[src/rtl/line_pack_pkg.sv]
// Shared types and constants for the line packer: FSM states, the header
// magic and the 34-bit FIFO word layout.
package line_pack_pkg;

    typedef enum logic [1:0] {
        IDLE   = 2'd0,
        HEADER = 2'd1,
        READ   = 2'd2,
        DRAIN  = 2'd3
    } state_t;

    localparam logic [15:0] HDR_MAGIC = 16'hA55A;

    // One FIFO entry: framing flags plus the packed 32-bit payload.
    typedef struct packed {
        logic        sop;
        logic        eop;
        logic [31:0] data;
    } word_t;

    // Header payload: magic in the top half, row index in the low 11 bits.
    function automatic logic [31:0] hdr_word(input logic [10:0] row);
        return {HDR_MAGIC, 5'b0, row};
    endfunction

endpackage

[src/rtl/pack_fifo.sv]
// Show-ahead synchronous FIFO for packed output words. The head entry is
// presented on dout whenever valid is high; dout is forced to zero when
// the FIFO is empty or held in reset so downstream sees clean zeros.
module pack_fifo
    import line_pack_pkg::*;
#(
    parameter  int DEPTH = 4,
    localparam int AW    = (DEPTH > 1) ? $clog2(DEPTH) : 1,
    localparam int CW    = $clog2(DEPTH + 1)
) (
    input  logic          clk,
    input  logic          rst,
    input  logic          push,
    input  word_t         din,
    output logic          full,
    input  logic          pop,
    output word_t         dout,
    output logic          valid,
    output logic [CW-1:0] count
);

    word_t         mem [DEPTH];
    logic [AW-1:0] wr_ptr;
    logic [AW-1:0] rd_ptr;
    logic          do_push;
    logic          do_pop;

    function automatic logic [AW-1:0] ptr_next(input logic [AW-1:0] p);
        return (p == AW'(DEPTH - 1)) ? '0 : p + AW'(1);
    endfunction

    assign full    = (count == CW'(DEPTH));
    assign valid   = (count != '0) && !rst;
    assign dout    = valid ? mem[rd_ptr] : '0;
    assign do_pop  = pop && valid;
    // A push on a full FIFO is only taken if the head leaves the same cycle.
    assign do_push = push && !rst && (!full || do_pop);

    // Storage array: written on accepted pushes only, contents need no reset.
    always_ff @(posedge clk) begin
        if (do_push) mem[wr_ptr] <= din;
    end

    // Pointer and occupancy bookkeeping.
    always_ff @(posedge clk) begin
        if (rst) begin
            wr_ptr <= '0;
            rd_ptr <= '0;
            count  <= '0;
        end else begin
            if (do_push) wr_ptr <= ptr_next(wr_ptr);
            if (do_pop)  rd_ptr <= ptr_next(rd_ptr);
            case ({do_push, do_pop})
                2'b10:   count <= count + CW'(1);
                2'b01:   count <= count - CW'(1);
                default: ;
            endcase
        end
    end

endmodule

[src/rtl/line_packer.sv]
// Reads one line of RGB565 pixels from an upstream line buffer and emits it
// as a header word followed by H_ACT/2 packed pixel words (even pixel in the
// upper half). Reads are throttled by FIFO credit so a stalled consumer never
// causes a word to be lost. H_ACT must be even.
module line_packer
    import line_pack_pkg::*;
#(
    parameter int H_ACT     = 1280,
    parameter int V_ACT     = 720,
    parameter int OUT_DEPTH = 4
) (
    input  logic        clk,
    input  logic        rst,
    input  logic        aquire,
    output logic        read_en,
    input  logic [15:0] cam_data,
    input  logic [10:0] cam_row,
    output logic        tx_valid,
    input  logic        tx_ready,
    output logic [31:0] tx_data,
    output logic        tx_sop,
    output logic        tx_eop,
    output logic        frame_done
);

    localparam int PW = $clog2(H_ACT + 1);
    localparam int CW = $clog2(OUT_DEPTH + 1);

    state_t        state;
    logic [PW-1:0] pix_cnt;
    logic [10:0]   row_r;
    logic [10:0]   tx_row;      // row from the last header that left the FIFO
    logic [2:1]    vld_pipe;    // read_en history: [1] one cycle ago, [2] two
    logic          par_q;       // parity of the pixel now on cam_data
    logic          last_q;      // pixel now on cam_data is pixel H_ACT-1
    logic [15:0]   even_q;      // held even pixel waiting for its odd partner

    logic [CW-1:0] fifo_count;
    logic          fifo_full;
    logic          push;
    word_t         push_word;
    word_t         pop_word;
    logic          hdr_push;
    logic          pix_push;
    logic [CW:0]   need;
    logic          credit_ok;
    logic          xfer;

    // A pixel word pushed this cycle has not yet shown up in fifo_count, so it
    // is charged as in flight; keeping two entries spare covers the even/odd
    // pair that can be outstanding behind it.
    assign pix_push  = vld_pipe[1] && par_q;
    assign hdr_push  = (state == HEADER) && !fifo_full;
    assign push      = hdr_push || pix_push;
    assign need      = {1'b0, fifo_count} + (CW+1)'(pix_push) + (CW+1)'(2);
    assign credit_ok = (need <= (CW+1)'(OUT_DEPTH));

    // Gated with rst so an in-progress line stops pulling pixels immediately.
    assign read_en = !rst && (state == READ) && (pix_cnt < PW'(H_ACT)) && credit_ok;

    // Header and pixel pushes never coincide: HEADER is only reached after two
    // quiet read_en cycles, so no returned pixel is pending then.
    always_comb begin
        push_word = '0;
        if (hdr_push) begin
            push_word.sop  = 1'b1;
            push_word.data = hdr_word(row_r);
        end else begin
            push_word.eop  = last_q;
            push_word.data = {even_q, cam_data};
        end
    end

    // Line sequencing FSM.
    always_ff @(posedge clk) begin
        if (rst) begin
            state   <= IDLE;
            pix_cnt <= '0;
            row_r   <= '0;
        end else begin
            case (state)
                IDLE: begin
                    if (aquire && (vld_pipe == 2'b00)) begin
                        row_r <= cam_row;
                        state <= HEADER;
                    end
                end
                HEADER: begin
                    if (!fifo_full) begin
                        pix_cnt <= '0;
                        state   <= READ;
                    end
                end
                READ: begin
                    if (read_en) begin
                        pix_cnt <= pix_cnt + PW'(1);
                        if (pix_cnt == PW'(H_ACT - 1)) state <= DRAIN;
                    end
                end
                // The last pixel returns and is pushed during this cycle.
                DRAIN:   state <= IDLE;
                default: state <= IDLE;
            endcase
        end
    end

    // Read-return pipeline and even-pixel holding register.
    always_ff @(posedge clk) begin
        if (rst) begin
            vld_pipe <= '0;
            par_q    <= 1'b0;
            last_q   <= 1'b0;
            even_q   <= '0;
        end else begin
            vld_pipe <= {vld_pipe[1], read_en};
            if (read_en) begin
                par_q  <= pix_cnt[0];
                last_q <= (pix_cnt == PW'(H_ACT - 1));
            end
            if (vld_pipe[1] && !par_q) even_q <= cam_data;
        end
    end

    pack_fifo #(
        .DEPTH (OUT_DEPTH)
    ) u_fifo (
        .clk   (clk),
        .rst   (rst),
        .push  (push),
        .din   (push_word),
        .full  (fifo_full),
        .pop   (tx_ready),
        .dout  (pop_word),
        .valid (tx_valid),
        .count (fifo_count)
    );

    assign xfer    = tx_valid && tx_ready;
    assign tx_data = pop_word.data;
    assign tx_sop  = pop_word.sop;
    assign tx_eop  = pop_word.eop;

    // Track the row of the line currently leaving, taken from its header.
    always_ff @(posedge clk) begin
        if (rst) begin
            tx_row <= '0;
        end else if (xfer && pop_word.sop) begin
            tx_row <= pop_word.data[10:0];
        end
    end

    assign frame_done = xfer && pop_word.eop && (tx_row == 11'(V_ACT - 1));

endmodule

[config.mk]
export PLATFORM = sky130hd
export DESIGN_NAME = line_packer
export DESIGN_NICKNAME = d
export VERILOG_FILES = /design/src/rtl/line_pack_pkg.sv /design/src/rtl/pack_fifo.sv /design/src/rtl/line_packer.sv
export SDC_FILE = /design/constraint.sdc
export NUM_CORES = 1
export LEC_CHECK = 0
export CORE_AREA = 5 5 118 132
export CTS_BUF_LIST = sky130_fd_sc_hd__clkbuf_8
export DETAILED_ROUTE_END_ITERATION = 7
export DIE_AREA = 0 0 123 137
export GPL_ROUTABILITY_DRIVEN = 0
export PLACE_DENSITY_LB_ADDON = 0.08
export SETUP_SLACK_MARGIN = 0.3
export SLEW_MARGIN = 10
export SYNTH_ARGS = -nofsm -noshare
export SYNTH_HDL_FRONTEND = slang
export SYNTH_SLANG_ARGS = --single-unit
[constraint.sdc]
create_clock -name clk -period 9.2 [get_ports clk]
set_input_delay 1.38 -clock clk [delete_from_list [all_inputs] [get_ports clk]]
set_output_delay 1.38 -clock clk [all_outputs]
set_load 0.01 [all_outputs]
### Word level (Yosys, flattened, before mapping)

Memories as Yosys holds them, arrays and structs flattened. A register that Yosys moved wholly into a read port is not among the register bits.
Cells that the tools add are included.

* word-level logic and storage cells: 81
* memories: 1
* RAM bits: 136
* register bits after elaboration: 62

* reduce and logical (&&, ||, !) cells: 27
* eq/ne operators: 14
* $lt $le $gt $ge: 2
* $add $sub $neg: 7
* multiplexer cells: 19

Memories
* u_fifo.mem: words 4, width 34, rd ports 1, clocked after Yosys merged registers in 1, wr ports 1, RTL line pack_fifo.sv:22 `word_t mem [DEPTH];`

Operator list (number)
* $mux 34: 1
* $mux 32: 1
* $mux 11: 2
* $pmux 11 s2: 1
* $mux 2: 8
* $logic_and 1x1->1: 14
* $add 11x1->11 const B: 1
* $eq 11x10->1 const B: 1
* $eq 11x11->1 const B: 1
* $lt 11x11->1 const B: 1
* $eq 2x2->1 const B: 5
* $pmux 2 s4: 1
* $ne 2x2->1 const B: 3
* $pmux 3 s2: 1
* $add 2x1->2 const B: 2
* $add 3x1->4: 1
* $add 4x2->4 const B: 1
* $eq 2x1->1 const B: 2
* $le 4x3->1 const B: 1
* $logic_not 2->1: 2
* $mux 1: 4
* $reduce_and 4->1: 1
* $reduce_bool 2->1: 2
* $add 3x1->3 const B: 1
* 8 further kinds: 11

### Longest topological paths before layout

Gate-level depths: netlist of the first run.

* word-level depth: 8
* depth in mapped cells: 12

### Cells and area by module

A second synthesis of the first run with hierarchy kept.

* cell total of the unflattened synthesis: 607
* area total of the unflattened synthesis: 8308.0 sq um

Modules (own cells, without submodules)
* pack_fifo: seq. area each 4264.1 sq um, cells each 280, area each 5715.5 sq um, times used 1
* line_packer: seq. area each 1101.1 sq um, cells each 327, area each 2592.5 sq um, times used 1

### Least setup slack after synthesis of the first run

OpenSTA, ideal clock, no wires.

* kind: input to register
* start: input tx_ready
* end: memory u_fifo.mem[0][0] in the netlist's numbering (enable)
* stages on the path: 4
* data required time: 8725 ps
* library setup time: 475 ps
* path slack: 4048 ps
* arrival: 4677 ps
* path through: inv_1 > nor3_1 > o22ai_2 > nor3b_1

* longest elaborated chain between the ends: 5

Ends and longest elaborated chain
* start: declaration: RTL line line_packer.sv:19 `input logic tx_ready,`
* $logic_and 1x1->1: RTL line pack_fifo.sv:35 `assign do_pop = pop && valid;`
* via u_fifo.do_pop: RTL line pack_fifo.sv:26 `logic do_pop;`
* $logic_or 1x1->1: RTL line pack_fifo.sv:37 `assign do_push = push && !rst && (!full || do_pop);`
* $logic_and 1x1->1: RTL line pack_fifo.sv:37
* $mux 1: RTL line pack_fifo.sv:41 `if (do_push) mem[wr_ptr] <= din;`
* $mux 1 (implied by the code): RTL line pack_fifo.sv:41
* end: declaration: RTL line pack_fifo.sv:22

The timed path passes the listed nets, and every way through them passes these cells.

### Worst setup path after layout of the first run

* start: input rst
* end: output frame_done

* longest elaborated chain between the ends: 5

Ends and longest elaborated chain
* start: declaration: RTL line line_packer.sv:13 `input logic rst,`
* $logic_not 1->1: RTL line pack_fifo.sv:33 `assign valid = (count != '0) && !rst;`
* $logic_and 1x1->1: RTL line pack_fifo.sv:33
* $logic_and 1x1->1
* via u_fifo.do_pop: RTL line pack_fifo.sv:26
* $logic_and 1x1->1 (2 in a row): RTL line line_packer.sv:152 `assign frame_done = xfer && pop_word.eop && (tx_row == 11'(V_ACT - 1));`
* end: declaration: RTL line line_packer.sv:23 `output logic frame_done`

The timed path passes the listed nets, and every way through them passes these cells.

==> results.cfg, run 1 <==
[outcome]
status = finished, final reports clean

[floorplanning]
dieArea_mm2 = 0.0169
fp.dieW_um = 123
core_mm2 = 0.0141
initial_core_util_pct = 58.6
io_pins = 68
rows = 46
dieHeight_um = 137

[clock_tree]
postCtsSetupRepairBufs = 0
path_clk_slew_ns = 0.10
clock_latency_ns = 0.46
cts.sinks = 200
htree_levels = 4
clockBufferDepth = 2
cts_root_buffer = clkbuf_8
cts_hold_buf = 0
cts_tree = yes
numCtsBuffers = 17
cts_resized = 0

[place]
place_area_mm2 = 0.00913
numPlacedInstances = 827
place_worst_setup_slack_ns = 4.46
io_buffers = 67
place_hpwl_um = 11100

[cells_and_area]
num-fill-cells = 1047
diodes = 0
nets = 698
drive_gt1_share_pct = 13.9
fin_area_mm2 = 0.00959
final_cells = 859
area_growth_pct = 16.1

[setup_path]
cp-endpoint = frame_done
cp_slowest_stage_delay_ns = 0.74
reg2regPathDepth = 10
worstPathArrival_ns = 3.40
path_delay_family = simple AND/OR/NAND/NOR gates
critPathMaxFanout = 66
cp_num_cells = 5
start_kind = input port
regToRegSetupSlack_ns = 5.42
critPathKind = in2out
reg2reg_from = u_fifo.count[2]
cp.buffers_inverters = 3
slowest_stage = nor3_1
crit_path_end_kind = output port
cp-startpoint = rst
r2r-end = u_fifo.count[2]
crit_chain = buf_2 > buf_4 > nor3_1 > and3_1 > clkdlybuf4s50_1
worst-endpoint-required_ns = 7.82

[timing]
setup_viol = 0
fin_crit_ns = 4.78
fin_crit_sh_pct = 51.9
setup_ws_ns = 4.42
tns_ns = 0
maxSlewViolCount = 0
rsz0062_at_grt = false
slew_headroom_pct = 17.2
worst_clock_skew_ns = 0.0149
max_freq_ghz = 0.209
tightest_slew_ns = 1.23
hold_violations = 0

[power_and_ir_drop]
p_leak_nw = 3.25
peakVddDrop_uv = 129
power_density_mw_per_mm2 = 239
p_total_mw = 2.29

[routing]
met2_length_um = 9010
routedWlPerCell_um = 19.9
final_antenna_net_count = 0
wl_met3_um = 678
drc = 0
viasPerCell = 5.68
dr.pass1.iters = 5
drt_wl_total_um = 17100
drt_iter0_markers = 349
highest-signal-layer = met4
routedLengthMet1_um = 7220
vias = 4883

[global_route]
grt_max_degree = 67
grt_pass1_wl_um = 26900
grt_pass1_vias = 5006
antenna_found_initial = 0
track_usage_pct = 21.6
grt_overflow_total = 0

[logic_synthesis]
ys_warn_count = 0
ys_dominant_reg_cell = edfxtp_1
syn_inst = 592
syn_avg_cell_area_um2 = 14.0
netlist_area_mm2 = 0.00826
ys_seq_area_share_pct = 65.0
synth_edf_count = 136
syn_nets = 636
synth_cell_types = 51
ys_ff_latch = 200
synth-async-reset-ratio_pct = 0

[flow_run]
drv_cap = 0

[hold_path]
hold_class = reg2reg
## routing by layer
metal  vias to the layer above  GRT usage (%)
met3                        16           3.93
met2                       102           36.2
met4                         0           6.40
met5                         -              0
met1                      2465           29.1
li1                       2300              -
## state kept, by name, summed over array words and instances, names as in the netlist, named ones only
register and count:
u_fifo.wr_ptr 2, last_q 1, u_fifo.count 3, state 2, par_q 1, pix_cnt 11
even_q 16, vld_pipe 2, tx_row 11, row_r 11, u_fifo.rd_ptr 2, u_fifo.mem 136
## cells in the final DEF, fill, tap and decap left out, types with 17 or more instances in the layout
master and n:
nand2_1 71, and2_1 47, nor2_1 23, mux2i_1 18, clkdlybuf4s50_1 66, edfxtp_1 136
clkbuf_8 17, mux4_2 34, dfxtp_1 63, a21oi_1 34
## power breakdown
group          switching (mW)  internal [mW]  total [mW]
registers              0.0339           1.09        1.12
logic                   0.312          0.232       0.544
clock network           0.299          0.324       0.624
total                   0.645           1.64        2.29
## final cells by class
class / count / area, um^2 / area share (%)
clock inverters: 15 / 221 / 2.31
multi-input cells: 344 / 2740 / 28.5
well taps: 192 / 240 / 2.50
inverters: 14 / 52.6 / 0.548
flip-flops and latches: 200 / 5370 / 56.0
repair buffers: 77 / 741 / 7.72
clock buffers: 17 / 234 / 2.44
## worst min-delay path, delay by kind of cell (launching register included)
kind	cells	cell delay, ns
and+or+nand+nor	1	0.05
DFF	1	0.32
AOI/OAI and AO/OA	1	0.05
## per-stage QoR
step / hold WS (ns) / utilization, %
2_1_floorplan: 0.431 / -
3_3_place_gp: 0.439 / 64.7
3_5_place_dp: 0.444 / 64.7
4_1_cts: 0.458 / 68.0
5_1_grt: 0.476 / 68.0
6_report: 0.458 / 68.0
## cell usage after synthesis (all sizes together) (4+ instances only)
| library cell | n | area (um^2) |
|---|---|---|
| a21boi | 4 | 30.0 |
| dfxtp | 64 | 1280 |
| buf | 12 | 60.1 |
| mux2 | 12 | 135 |
| nor2 | 24 | 90.1 |
| ha | 12 | 150 |
| nand3 | 9 | 45.0 |
| mux4 | 34 | 766 |
| nor3b | 6 | 45.0 |
| and3 | 4 | 25.0 |
| edfxtp | 136 | 4080 |
| o21ai | 5 | 25.0 |
| or4 | 5 | 37.5 |
| inv | 14 | 52.6 |
| and2 | 47 | 294 |
| nand2 | 71 | 267 |
| mux2i | 18 | 180 |
| clkbuf | 22 | 82.6 |
| a21oi | 34 | 170 |
| nor3 | 8 | 40.0 |
| nand2b | 12 | 75.1 |
## cells by family (layout without fill, tap and decap cells)
kind of cell	Yosys count	count (layout)	synth area share [%]
simple gates	205	205	12.9
xor+xnor	3	3	0.318
mux	64	64	13.1
compound gates	59	59	4.36
flops	200	200	65.0
fa+ha+maj	13	13	2.06
buf+inv	48	123	2.36
## worst min path at each step
stage	slack, ns	to	startpoint	cells after the start
2_1_floorplan	0.43	even_q[10]	even_q[10]	2
3_3_place_gp	0.44	row_r[9]	row_r[9]	2
3_5_place_dp	0.44	even_q[10]	even_q[10]	2
4_1_cts	0.46	even_q[10]	even_q[10]	2
5_1_grt	0.48	even_q[1]	even_q[1]	2
6_report	0.46	even_q[10]	even_q[10]	2
Note: power is estimated with default switching activity, not from simulation.
==> run 2, diff against run 1 <==
- clock period: 9.2 -> 5 ns (I/O delays scaled with it)
==> run 2 against run 1 <==
Effect of this change:
- utilization shrank 0.25 points
- critical path depth decreased by 1
- clock-buffer cell count increased by 1
- largest power group unchanged
==> results.cfg, run 2 (same netlist as run 1, synthesis figures left out) <==
[outcome]
status = finished, final reports clean

[routing]
routedWlPerCell_um = 19.0
drt_wl_total_um = 16400
vias = 4912
final_antenna_net_count = 0
drt_iter0_markers = 311
drc = 0
viasPerCell = 5.68
dr.pass1.iters = 5

[cells_and_area]
fin_area_mm2 = 0.00956
drive_gt1_share_pct = 14.4
mostFrequentLayoutCell = edfxtp_1
diodes = 0
largest_reg_flops = 136
nets = 704
final_cell_mix = edfxtp_1, nand2_1, clkdlybuf4s50_1
reg.largest.list = u_fifo.mem: 136 flops, even_q: 16 flops
post-route-util_pct = 67.8
area_growth_pct = 15.7
top_register = u_fifo.mem

[hold_path]
hold_class = reg2reg
min_from = even_q[5]

[clock_tree]
clockBufferDepth = 2
clock_latency_ns = 0.45
postCtsSetupRepairBufs = 0
cts_tree = yes
cts_resized = 0
htree_levels = 4
cts.sinks = 200
cts_root_buffer = clkbuf_8
path_clk_slew_ns = 0.09
cts_hold_buf = 0
numCtsBuffers = 17

[timing]
worst_clock_skew_ns = 0.00927
slew_headroom_pct = 41.8
max_freq_ghz = 0.276
rsz0062_at_grt = false
tns_ns = 0
maxSlewViolCount = 0
tightest_slew_ns = 0.860
setup_viol = 0
fin_crit_sh_pct = 72.6
hold_violations = 0
fin_crit_ns = 3.63

[setup_path]
cp_slowest_stage_delay_ns = 0.61
crit_path_end_kind = output port
reg2reg_from = u_fifo.count[0]
crit_chain = buf_4 > mux4_2 > nor3b_1 > clkdlybuf4s50_1
critPathKind = reg2out
start_kind = register
cp.buffers_inverters = 2
critPathMaxFanout = 24
worstPathArrival_ns = 2.88
slowest_stage = mux4_2
worst-endpoint-required_ns = 4.25
path_delay_family = buffers and inverters

[global_route]
grt_pass1_vias = 4985
track_usage_pct = 21.0
grt_overflow_total = 0
grt_pass1_wl_um = 26400
grt_max_degree = 40
antenna_found_initial = 0

[power_and_ir_drop]
p_leak_nw = 3.27
power_density_mw_per_mm2 = 422
peakVddDrop_uv = 212

[flow_run]
drv_cap = 0

[place]
place_hpwl_um = 11200
place_area_mm2 = 0.00917
io_buffers = 67

[floorplanning]
fp.dieW_um = 123
dieArea_mm2 = 0.0169
io_pins = 68
core_mm2 = 0.0141
rows = 46
dieHeight_um = 137
initial_core_util_pct = 58.6
## run 2: power breakdown
group / leakage [nW] / switching, mW / total [mW] / internal [mW]
Combinational: 1.30 / 0.541 / 0.975 / 0.434
Clock: 0.201 / 0.528 / 0.982 / 0.453
Sequential: 1.77 / 0.0767 / 2.08 / 2.00
Total: 3.27 / 1.15 / 4.03 / 2.89
## run 2: area by class of cell
class                           count  area (um^2)
Tap cell                          192          240
Multi-Input combinational cell    344         2730
Timing Repair Buffer               83          786
Inverter                           14         52.6
Sequential cell                   200         5370
Fill cell                        1039         4550
Clock buffer                       18          248
Clock inverter                     14          134
## run 2: stage by stage
stage	total power, mW	std cells	hold WS [ns]	setup slack (ns)
floorplan	2.75	592	0.431	0.478
global placement	3.06	833	0.437	1.57
global route	4.25	865	0.473	1.15
detailed placement	3.10	833	0.442	1.44
finish	4.03	865	0.454	1.37
CTS	4.07	865	0.455	1.28
## run 2: routing by layer
layer / track usage, % / vias up / share of wire, %
met5: 0 / - / 0
li1: - / 2314 / -
met1: 27.3 / 2476 / 43
met4: 5.78 / 0 / 1.0
met3: 4.55 / 17 / 4.3
met2: 35.9 / 105 / 52
## run 2: worst reg2reg max path, stage by stage (launching register included)
cell	delay [ns]
dfxtp_1	0.39
nor3_1	0.73
nor3_1	0.30
o22ai_2	0.50
or2_1	0.18
ha_1	0.17
inv_1	0.06
fa_1	0.37
xor2_1	0.16
or3_1	0.32
a21oi_1	0.16
## run 2: worst paths after layout
| kind | end | slack, ns | depth (start not counted) |
|---|---|---|---|
| setup reg to reg | u_fifo.count[2] | 1.59 | 10 |
| setup / recovery | tx_data[5] | 1.37 | 4 |
| hold / removal | even_q[5] | 0.45 | 2 |
| hold reg to reg | even_q[5] | 0.45 | 2 |
==> run 3, diff against run 2 <==
- CORE_AREA: 5 5 118 132 -> 5 5 124 138
- DIE_AREA: 0 0 123 137 -> 0 0 129 143
- clock period: 5 -> 3.3 ns (I/O delays scaled with it)
==> run 3 against run 2 <==
Effect of this change:
- sequential power grew 50%
- die area grew 9.5%
- wire length rose by 1.1%
- final area grew 0.85%
- first-iteration DRC count shrank 5.5%
- flip-flop and latch count unchanged
- clock power increased by 46%
- non-clock buffer count grew 6
- highest routed layer unchanged
==> results.cfg, run 3 (same netlist as run 1, synthesis figures left out) <==
[global_route]
grt_pass1_vias = 5107
track_usage_pct = 19.1
grt_pass1_wl_um = 26400
grt_max_degree = 39
antenna_found_initial = 0
grt_overflow_total = 0

[setup_path]
critPathMaxFanout = 2
crit_chain = or4b_2 > nor3_1 > and3_1 > clkdlybuf4s50_1
critPathKind = reg2out
reg2regPathDepth = 11
start_kind = register
r2r-end = u_fifo.count[2]
slowest_stage = or4b_2
worst-endpoint-required_ns = 2.80
worstPathArrival_ns = 2.40
reg2reg_from = u_fifo.count[2]
cp_slowest_stage_delay_ns = 0.67
crit_path_end_kind = output port
regToRegSetupSlack_ns = 0.50

[routing]
vias = 4873
routedLengthMet1_um = 6840
final_antenna_net_count = 0
met2_length_um = 8630
drt_iter0_markers = 294
viasPerCell = 5.54
drt_wl_total_um = 16600
routedWlPerCell_um = 18.9
wl_met3_um = 797
drc = 0
highest-signal-layer = met4
dr.pass1.iters = 4

[power_and_ir_drop]
p_leak_nw = 3.33
power_density_mw_per_mm2 = 635
peakVddDrop_uv = 259

[place]
place_hpwl_um = 11400
io_buffers = 67

[timing]
setup_viol = 0
tightest_slew_ns = 0.838
maxSlewViolCount = 0
tns_ns = 0
hold_violations = 0
worst_clock_skew_ns = 0.0127
slew_headroom_pct = 44.1
rsz0062_at_grt = false
fin_crit_sh_pct = 87.8
max_freq_ghz = 0.345
hold_ws_ns = 0.359
fin_crit_ns = 2.90

[clock_tree]
clock_latency_ns = 0.46
path_clk_slew_ns = 0.09
htree_levels = 4
cts.sinks = 200
cts_hold_buf = 0
clockBufferDepth = 2
numCtsBuffers = 17
postCtsSetupRepairBufs = 0
cts_tree = yes
cts_root_buffer = clkbuf_8

[hold_path]
min_from = rst
hold_class = in2reg
hold_path_depth = 2
worstHoldEndpoint = pix_cnt[1]

[cells_and_area]
top_register = u_fifo.mem
drive_gt1_share_pct = 15.2
final_cell_mix = edfxtp_1, nand2_1, clkdlybuf4s50_1
area_growth_pct = 16.7
reg.largest.list = u_fifo.mem: 136 flops, even_q: 16 flops
nets = 710
largest_reg_flops = 136
mostFrequentLayoutCell = edfxtp_1
diodes = 0

[outcome]
status = finished, final reports clean

[floorplanning]
core_mm2 = 0.0155
rows = 48
dieHeight_um = 143
io_pins = 68
dieArea_mm2 = 0.0184
fp.dieW_um = 129
initial_core_util_pct = 53.3

[flow_run]
drv_cap = 0
## run 3: cell types whose count changed in the layout (fill, tap and decap cells not counted), sizes merged
cell and change:
clkinvlp -1, clkinv +1, buf +6, clkbuf +1, clkdlybuf4s50 -1, dlygate4sd2 +1, bufinv -1
## run 3: repair_timing
item	CTS	global route
pin swaps	0	0
resized for setup	3	1
setup endpoints to repair	1	2
## run 3: power breakdown
group          switching, mW  total [mW]  internal, mW  leakage (nW)
clock network          0.795        1.43         0.632         0.198
logic                  0.867        1.57         0.698          1.36
registers             0.0906        3.12          3.03          1.77
## run 3: worst max-delay path, delay by kind of cell, from the launching register on
family	cells	cell delay, ns
flip-flops	1	0.32
AND/OR/NAND/NOR	3	1.09
buffers and inverters	1	0.53
## run 3: worst max-delay path by stage
stage | from | to | slack, ns | cells past startpoint
detailed placement | tx_ready | u_fifo.count[2] | 0.41 | 12
global route | tx_row[4] | frame_done | 0.30 | 4
global placement | tx_ready | u_fifo.count[2] | 0.57 | 12
CTS | register | tx_data[5] | 0.32 | 4
floorplan | tx_ready | u_fifo.mem[0][0] | 0.21 | 4
finish | tx_row[4] | frame_done | 0.40 | 4
## run 3: final cells by class
cell class / instances / area [um^2]
Clock buffer: 19 / 262
Clock inverter: 13 / 105
Fill cell: 1172 / 5860
Inverter: 14 / 52.6
Multi-Input combinational cell: 344 / 2750
Sequential cell: 200 / 5370
Tap cell: 200 / 250
Timing Repair Buffer: 89 / 846
## run 3: through the flow
step                      utilization (%)  area (um^2)  instances  power (mW)  setup slack [ns]
after floorplan                         -         8280        592        4.16             0.213
after global placement               59.8         9260        847        4.72             0.571
after detailed placement             59.8         9260        847        4.77             0.411
after CTS                            62.2         9630        879        6.18             0.322
after global routing                 62.2         9640        879        6.45             0.300
final                                62.2         9640        879        6.11             0.403
## run 3: metal layers
metal,up-vias,GRT usage [%]
met5,-,0
met4,0,7.19
met3,25,3.63
met2,116,33.3
met1,2413,23.5
li1,2319,-
